**src/rtl/branch_sequencer_pkg.sv**
```systemverilog
// Shared constants for the branch sequencer and the core ALU: funct3 codes, ALU op
// encodings and sequencer state encodings.
package branch_sequencer_pkg;

  localparam logic [2:0] F3Beq  = 3'b000;
  localparam logic [2:0] F3Bne  = 3'b001;
  localparam logic [2:0] F3Blt  = 3'b100;
  localparam logic [2:0] F3Bge  = 3'b101;
  localparam logic [2:0] F3Bltu = 3'b110;
  localparam logic [2:0] F3Bgeu = 3'b111;

  localparam int unsigned AluAdd  = 0;
  localparam int unsigned AluSub  = 1;
  localparam int unsigned AluSlt  = 2;
  localparam int unsigned AluSltu = 3;

  typedef enum logic [1:0] {
    StIdle  = 2'd0,
    StCmp   = 2'd1,
    StTgt   = 2'd2,
    StRedir = 2'd3
  } seq_state_e;

endpackage

```
**src/rtl/branch_sequencer_condition.sv**
```systemverilog
// branch_condition: combinational funct3 decode into an ALU compare op, plus
// taken/illegal evaluation from the ALU result.
module branch_condition
  import branch_sequencer_pkg::*;
#(
  parameter int unsigned XLEN     = 32,
  parameter int unsigned ALU_OP_W = 4
) (
  input  logic [2:0]          funct3_i,
  input  logic [XLEN-1:0]     alu_out_i,
  output logic [ALU_OP_W-1:0] alu_op_o,
  output logic                taken_o,
  output logic                illegal_o
);

  always_comb begin
    alu_op_o  = ALU_OP_W'(AluSub);
    taken_o   = 1'b0;
    illegal_o = 1'b0;
    unique case (funct3_i)
      F3Beq:  taken_o = ~(|alu_out_i);
      F3Bne:  taken_o = |alu_out_i;
      F3Blt: begin
        alu_op_o = ALU_OP_W'(AluSlt);
        taken_o  = alu_out_i[0];
      end
      F3Bge: begin
        alu_op_o = ALU_OP_W'(AluSlt);
        taken_o  = ~alu_out_i[0];
      end
      F3Bltu: begin
        alu_op_o = ALU_OP_W'(AluSltu);
        taken_o  = alu_out_i[0];
      end
      F3Bgeu: begin
        alu_op_o = ALU_OP_W'(AluSltu);
        taken_o  = ~alu_out_i[0];
      end
      default: illegal_o = 1'b1;
    endcase
  end

endmodule

```
**src/rtl/branch_sequencer.sv**
```systemverilog
// Multi-cycle conditional-branch resolver sharing the core ALU: compare, optional target add,
// then redirect/flush handshake. Optional feature macro: BRANCH_MISALIGN_TRAP_EN.
module branch_sequencer
  import branch_sequencer_pkg::*;
#(
  parameter int unsigned XLEN     = 32,
  parameter int unsigned ALU_OP_W = 4
) (
  input  logic                clk,
  input  logic                rst,
  input  logic                start,
  output logic                ready,
  input  logic [2:0]          funct3,
  input  logic [XLEN-1:0]     rs1_val,
  input  logic [XLEN-1:0]     rs2_val,
  input  logic [XLEN-1:0]     pc,
  input  logic [XLEN-1:0]     imm,
  output logic [ALU_OP_W-1:0] alu_op,
  output logic [XLEN-1:0]     alu_a,
  output logic [XLEN-1:0]     alu_b,
  input  logic [XLEN-1:0]     alu_out,
  output logic                redirect_valid,
  input  logic                redirect_ready,
  output logic [XLEN-1:0]     redirect_pc,
  output logic                flush,
  output logic                done,
  output logic                taken,
  output logic                illegal,
  output logic                misalign
);

  seq_state_e      state_q, state_d;
  logic [2:0]      funct3_q, funct3_d;
  logic [XLEN-1:0] rs1_q, rs1_d, rs2_q, rs2_d, pc_q, pc_d, imm_q, imm_d;
  logic [XLEN-1:0] target_q, target_d;
  logic            done_q, done_d, taken_q, taken_d, illegal_q, illegal_d;
`ifdef BRANCH_MISALIGN_TRAP_EN
  logic            misalign_q, misalign_d;
`endif

  logic [ALU_OP_W-1:0] cmp_op;
  logic                cmp_taken, cmp_illegal;

  branch_condition #(
    .XLEN     (XLEN),
    .ALU_OP_W (ALU_OP_W)
  ) u_cond (
    .funct3_i  (funct3_q),
    .alu_out_i (alu_out),
    .alu_op_o  (cmp_op),
    .taken_o   (cmp_taken),
    .illegal_o (cmp_illegal)
  );

  always_comb begin
    state_d        = state_q;
    funct3_d       = funct3_q;
    rs1_d          = rs1_q;
    rs2_d          = rs2_q;
    pc_d           = pc_q;
    imm_d          = imm_q;
    target_d       = target_q;
    // Completion flags are single-cycle pulses unless set below.
    done_d         = 1'b0;
    taken_d        = 1'b0;
    illegal_d      = 1'b0;
`ifdef BRANCH_MISALIGN_TRAP_EN
    misalign_d     = 1'b0;
`endif
    ready          = 1'b0;
    alu_op         = ALU_OP_W'(AluAdd);
    alu_a          = '0;
    alu_b          = '0;
    redirect_valid = 1'b0;
    flush          = 1'b0;
    case (state_q)
      StIdle: begin
        ready = 1'b1;
        if (start) begin
          funct3_d = funct3;
          rs1_d    = rs1_val;
          rs2_d    = rs2_val;
          pc_d     = pc;
          imm_d    = imm;
          state_d  = StCmp;
        end
      end
      StCmp: begin
        alu_op = cmp_op;
        alu_a  = rs1_q;
        alu_b  = rs2_q;
        if (cmp_illegal) begin
          done_d    = 1'b1;
          illegal_d = 1'b1;
          state_d   = StIdle;
        end else if (cmp_taken) begin
          state_d = StTgt;
        end else begin
          done_d  = 1'b1;
          state_d = StIdle;
        end
      end
      StTgt: begin
        alu_a    = pc_q;
        alu_b    = imm_q;
        target_d = alu_out;
        state_d  = StRedir;
`ifdef BRANCH_MISALIGN_TRAP_EN
        if (|alu_out[1:0]) begin
          done_d     = 1'b1;
          taken_d    = 1'b1;
          misalign_d = 1'b1;
          state_d    = StIdle;
        end
`endif
      end
      StRedir: begin
        redirect_valid = 1'b1;
        flush          = 1'b1;
        if (redirect_ready) begin
          done_d  = 1'b1;
          taken_d = 1'b1;
          state_d = StIdle;
        end
      end
      default: state_d = StIdle;
    endcase
  end

  always_ff @(posedge clk or posedge rst) begin
    if (rst) begin
      state_q   <= StIdle;
      funct3_q  <= '0;
      rs1_q     <= '0;
      rs2_q     <= '0;
      pc_q      <= '0;
      imm_q     <= '0;
      target_q  <= '0;
      done_q    <= 1'b0;
      taken_q   <= 1'b0;
      illegal_q <= 1'b0;
    end else begin
      state_q   <= state_d;
      funct3_q  <= funct3_d;
      rs1_q     <= rs1_d;
      rs2_q     <= rs2_d;
      pc_q      <= pc_d;
      imm_q     <= imm_d;
      target_q  <= target_d;
      done_q    <= done_d;
      taken_q   <= taken_d;
      illegal_q <= illegal_d;
    end
  end

`ifdef BRANCH_MISALIGN_TRAP_EN
  always_ff @(posedge clk or posedge rst) begin
    if (rst) misalign_q <= 1'b0;
    else     misalign_q <= misalign_d;
  end
  assign misalign = misalign_q;
`else
  assign misalign = 1'b0;
`endif

  assign redirect_pc = target_q;
  assign done        = done_q;
  assign taken       = taken_q;
  assign illegal     = illegal_q;

endmodule

```
**config.mk**
```make
export PLATFORM = sky130hd
export DESIGN_NAME = branch_sequencer
export DESIGN_NICKNAME = d
export VERILOG_FILES = /design/src/rtl/branch_sequencer_pkg.sv /design/src/rtl/branch_sequencer_condition.sv /design/src/rtl/branch_sequencer.sv
export SDC_FILE = /design/constraint.sdc
export NUM_CORES = 1
export LEC_CHECK = 0
export BUFFER_PORTS_ARGS = -buffer_cell sky130_fd_sc_hd__buf_2
export CAP_MARGIN = 0
export CORE_ASPECT_RATIO = 1.4
export CORE_MARGIN = 4
export CORE_UTILIZATION = 50
export DETAILED_ROUTE_END_ITERATION = 8
export PLACE_DENSITY = 0.81
export SYNTH_ARGS = -nofsm -noshare
export SYNTH_HDL_FRONTEND = slang
export SYNTH_SLANG_ARGS = --single-unit
```
**constraint.sdc**
```tcl
create_clock -name clk -period 6.66 [get_ports clk]
set_input_delay 0.666 -clock clk [delete_from_list [all_inputs] [get_ports clk]]
set_output_delay 0.666 -clock clk [all_outputs]
set_load 0.02 [all_outputs]
```
== Word level (Yosys, flattened, before mapping) ==
Index checks and enable logic that the tools add are counted.
Word-level totals
  output and inout port bits: 107
  register bits after elaboration: 168
  RAM bits: 0
  memory bits (read-only): 0
  memories kept: 0
  logic and storage cells: 51
  bits in latches: 0
Cells by class
  multipliers: 0
  $lt $le $gt $ge: 0
  shift operators: 0
  multiplexer cells: 19
  equality and inequality tests: 10
  reduce and logical (&&, ||, !) cells: 10
  add/subtract/negate cells: 0
  div/mod/pow operators: 0
  bitwise gates (word level): 2
Operators with widths (number)
  32-bit case mux with 2 select lines: 2
  32-bit OR reduction: 1
  3-bit == test, second input constant: 4
  1-bit 2-to-1 mux: 8
  2-bit 2-to-1 mux: 4
  2-bit case mux with 4 select lines: 1
  2-bit OR reduction: 4
  6-bit OR reduction: 1
  2-bit == test, second input constant: 2
  4-bit 2-to-1 mux: 1
  2-bit inequality test, second input constant: 2
  1-bit case mux with 4 select lines: 1
  2-bit case mux with 2 select lines: 1
  2-bit AND reduction: 2
  3-bit by 1-bit == test with 1-bit output, second input constant: 1
  3-bit zero test: 1
  2-bit by 1-bit == test with 1-bit output, second input constant: 1
  2-bit zero test: 1
  1-bit inverter: 2
  1-bit case mux with 2 select lines: 1

== Logic depth before layout (Yosys ltp) ==
  depth in word-level cells: 6
  mapped depth: 7

== Cells and area by module ==
Synthesis repeated with hierarchy kept, for this count alone.
Unflattened totals
  cell total of the unflattened synthesis: 551
  area total of the unflattened synthesis: 7870.0 µm²
Modules (own cells, without submodules)
  branch_sequencer: cells an instance 529, times used 1, area each 7708.6 µm²
  branch_condition: cells an instance 22, times used 1, area each 161.4 µm²

== Worst setup path before layout ==
No wires, ideal clock.
  path kind: register to output
  start: register (tool-made name)
  end: output port alu_op[0]
  slack: 4122 ps
  data required time: 5994 ps
  arrival time: 1872 ps
  cell stages (with the launch flop): 7
  path through: dfrtp_1 > inv_1 > ha_1 > clkbuf_1 > clkbuf_1 > clkbuf_1 > a21boi_0
RTL lines
  end: declaration: RTL line branch_sequencer.sv:18  | output logic [ALU_OP_W-1:0] alu_op,

== Worst setup path after layout ==
  start: register state_q[0]
  end: output port alu_a[2]
Between the ends
  word-level cells in the longest chain between the ends: 2
  elaborated cells on any way between the ends: 3
Ends and longest elaborated chain
  start: declaration: RTL line branch_sequencer.sv:32  | seq_state_e state_q, state_d;
  start signal: assignment: RTL line branch_sequencer.sv:132  | state_q <= StIdle;
  start signal: assignment: RTL line branch_sequencer.sv:143  | state_q <= state_d;
  2-bit == test or 2-bit by 1-bit == test with 1-bit output (tied branches): RTL line branch_sequencer.sv:76  | case (state_q)
  32-bit case mux with 2 select lines *: RTL line branch_sequencer.sv:76
  end: declaration: RTL line branch_sequencer.sv:19  | output logic [XLEN-1:0] alu_a,
Mark *: on every way between the ends. The rest lies on a longest branch, timed or not.

==> results list <==
* Fraction of power consumed by combinational cells: 43.2%
- The detailed router placed 5398 vias in this run.
- After technology mapping, the gate count stands at 541.
* Share of synthesized area occupied by flip-flops and latches: 56.9%
* Number of buffers on the longest clock path: 2
- Fraction of synthesized cell area taken by the top area cell type: 56.9%
- Final-layout setup total negative slack: 0 ns
- The share of total power dissipated in sequential elements is 37.2%.
- The core region is 14500 µm².
- Counting I/O delays and the setup requirement, the final critical path takes 3.37 ns.
* Final-stage net count: 964
* Total grt overflow: 0
- Status: completed
- Yosys mapped a number of flops with a built-in enable equal to 0.
- Final critical-path share of the clock period: 50.5%
- In this run the horizontal extent of the chip is 111 µm.
- Total count of hold-check failures in the final report: 0
- Of the total synthesized cell area, the portion taken by AND, OR, NAND and NOR gates is 7.19%.
- In this run the power density over the cells is 521 nW/µm².
- CTS built an H-tree with a depth of 4.
* Count of yosys warnings during synthesis: 0
- RSZ-0062 raised after global routing: false
- For the worst setup path, the data arrival time is 2.70 ns.
- Drt first pass iters: 5
- Cells with a size suffix above 1 make up 59.0% of the layout.
- The initial utilization of the core area, before any placement, comes to 50.9%.
- The critical path in this run is classified as flip-flop to primary output.
- Synthesis-to-layout area growth: 27.7%
- For this run, the total global-route usage over all layers was measured as 22.0%.
* Tightest Pin Transition: 1.03 ns
* Floorplan die height: 152 µm
- The first global-routing pass estimated 30100 µm of wire.
- At the placement stage, the worst setup path has a slack of 3.71 ns.
- Vias per std cell: 5.43
* Clock skew after layout: 0.0103 ns
- Across the run, the number of max-cap violations was 0.
- The commonest cells after synthesis are 168 x sky130_fd_sc_hd__dfrtp_1, 163 x sky130_fd_sc_hd__mux2_2, 65 x sky130_fd_sc_hd__nor2b_1.
* Clock Sink Count: 168
- Number of cells upsized or downsized after cts: 0
- A synthesized cell averages 13.7 µm².
- Once the clock tree was built, the setup fixing pass inserted 0 buffers.
* Post-Synthesis Cell Area: 7390 µm²
- Synth Area in Adders: 0.677%
- Worst ir drop on vdd: 0.340 mV
* Worst skew pair latency: 0.41 ns
- The detailed router finished its first iteration with 287 violations.
- STA classifies the critical path endpoint as a primary output.
- Crit start category: flip-flop
* Switching power as a share of total power: 36.7%
* Most used DFF post-synth: sky130_fd_sc_hd__dfrtp_1
- The tightest min-delay check is of the primary input to asynchronous set/reset pin type.
- In the synthesized netlist, mux cells make up 25.0% of the area.
* Initial antenna violation count: 2
- HPWL Detailed: 13100 µm
* Via count of the first global-routing pass: 5953
* Maximum number of pins on one net before global-route repair: 109
* Share of the synthesized netlist area taken by xor and xnor gates: 0.119%
* Static leakage: 4.46 nW
* # IOs: 274
- Cell internal power was estimated by the tool at 3.11 mW.
- For this run, design rule violations remaining after detail routing come to 0.
- Summed over all layers, the routed wires come to 18600 µm.
- The netlist uses 26 different library cells.
* Ys async rst share: 100%
- Clock Tree Root: sky130_fd_sc_hd__clkbuf_16
- Number of CTS-inserted buffers: 17
- The final number of max-transition violations was 0.
- Average wire length per cell after detail routing: 18.7 µm
- Synthesized-area fraction occupied by ao, oa, aoi and oai cells: 7.25%
- After floorplanning, the core was divided into 52 placement rows.
- Library cell occupying the most area in the post-synthesis netlist: sky130_fd_sc_hd__dfrtp_1
- After synthesis, the largest family of logic cells by area is multiplexers.
- Routability congestion estimate from global placement: 0.812
- Multi-input gate area: 3010 µm²
* Number of hold buffers added after cts: 0
- Timing would allow up to 0.297 GHz.
- Along the worst path, the maximum fanout reaches 81.
- Worst path setup slack after routing: 3.29 ns
* Top post-synthesis cells by area: sky130_fd_sc_hd__dfrtp_1 57%, sky130_fd_sc_hd__mux2_2 25%, sky130_fd_sc_hd__a22oi_1 6.5%
- Setup violations remaining at the end of the flow were counted as 0.
* Most common cell in the netlist: sky130_fd_sc_hd__dfrtp_1
* Floorplan die area: 16800 µm²
- TritonCTS built the clock tree.
- In this run the remaining antenna-violating nets after routing total 0.
- Data on the critical path is required at its endpoint by 5.99 ns.
* Total of buffers placed on input and output ports: 270
- Synthesis-stage register bit count: 168
- Clock transition time at the flip-flop clock pins of the worst setup and hold paths: 0.06 ns
* Register area: 4200 µm²
- Filler Cell Count: 1081
- On the final layout, the worst hold slack is 0.467 ns.
- The number of cells on the worst reg-to-reg path is 5.
- In this run the power spent charging and discharging nets is 1.81 mW.
- Worst relative slew slack: 31.2%
- Of the total power, the clock network draws 19.5%.
## flip-flops by register name, summed over array words and instances, names as in the netlist, named ones only
name         cells
illegal          1
taken            1
redirect_pc     32
rs1_q           32
rs2_q           32
done             1
state_q          1
pc_q            32
funct3_q         3
imm_q           32
## cells by family after synthesis
kind of cell,Yosys count
other,1
AO/OA/AOI/OAI,72
buffers and inverters,49
XOR/XNOR,1
AND/OR/NAND/NOR,82
multiplexers,164
flip-flops,168
adder cells (fa/ha/maj),4
## metal layers
layer / global-route usage [%] / up-vias / wire (µm)
met2: 39.5 / 210 / 9850
met3: 5.53 / 34 / 1080
met4: 8.10 / 2 / 421
met5: 0 / - / 13
met1: 25.4 / 2714 / 7250
li1: - / 2438 / -
## through the flow
step	instances	utilization (%)	total power [mW]	cell area [µm²]
CTS	994	65.0	4.96	9440
global route	995	65.0	5.21	9440
global placement	963	61.1	3.88	8860
floorplan	543	-	3.33	7400
detailed placement	963	61.1	3.99	8860
finish	995	65.0	4.92	9440
## layout by cell type (no fill, tap or decap), drive strengths merged, types with 2 or more instances in the layout
cell type / instances
and2: 2
mux2: 163
conb: 3
nor4: 8
clkinv: 3
clkbuf: 21
a22oi: 64
bufinv: 2
nor2b: 65
clkinvlp: 2
a21oi: 3
dfrtp: 168
inv: 8
ha: 4
nand2: 3
nand4: 2
buf: 275
## worst max-delay path, cell delays in order (launching register included)
cell,delay [ns]
sky130_fd_sc_hd__dfrtp_1,0.42
sky130_fd_sc_hd__inv_1,0.14
sky130_fd_sc_hd__ha_4,0.28
sky130_fd_sc_hd__buf_4,0.72
sky130_fd_sc_hd__a22oi_1,0.23
sky130_fd_sc_hd__nor2b_1,0.21
sky130_fd_sc_hd__buf_2,0.19
## worst paths after layout
path,endpoint,slack (ns),start
worst max-delay path,alu_a[2],3.29,state_q[0]
worst min-delay path,redirect_pc[18],0.47,rst
worst max register to register,imm_q[28],3.85,state_q[0]
worst min register to register,rs1_q[18],0.51,rs1_q[18]
max in group asynchronous,pc_q[15],4.82,rst
min in group clk,imm_q[26],0.48,imm[26]
## power by group through the flow
stage	logic (mW)	clock network (mW)	registers, mW
6_report	2.13	0.960	1.83
3_5_place_dp	2.15	0	1.84
3_3_place_gp	2.09	0	1.80
2_1_floorplan	1.44	0	1.89
4_1_cts	2.15	0.983	1.83
5_1_grt	2.29	1.03	1.89
## cell type report
type	count	share of cell area (%)
antenna	1	0.0265
clock inverter	10	1.23
inverter	5	0.252
tap	189	2.51
multi-input combinational	326	31.8
sequential	168	44.5
timing repair buffer	275	14.7
clock buffer	21	4.88
Note: power is estimated with default switching activity, not from simulation.
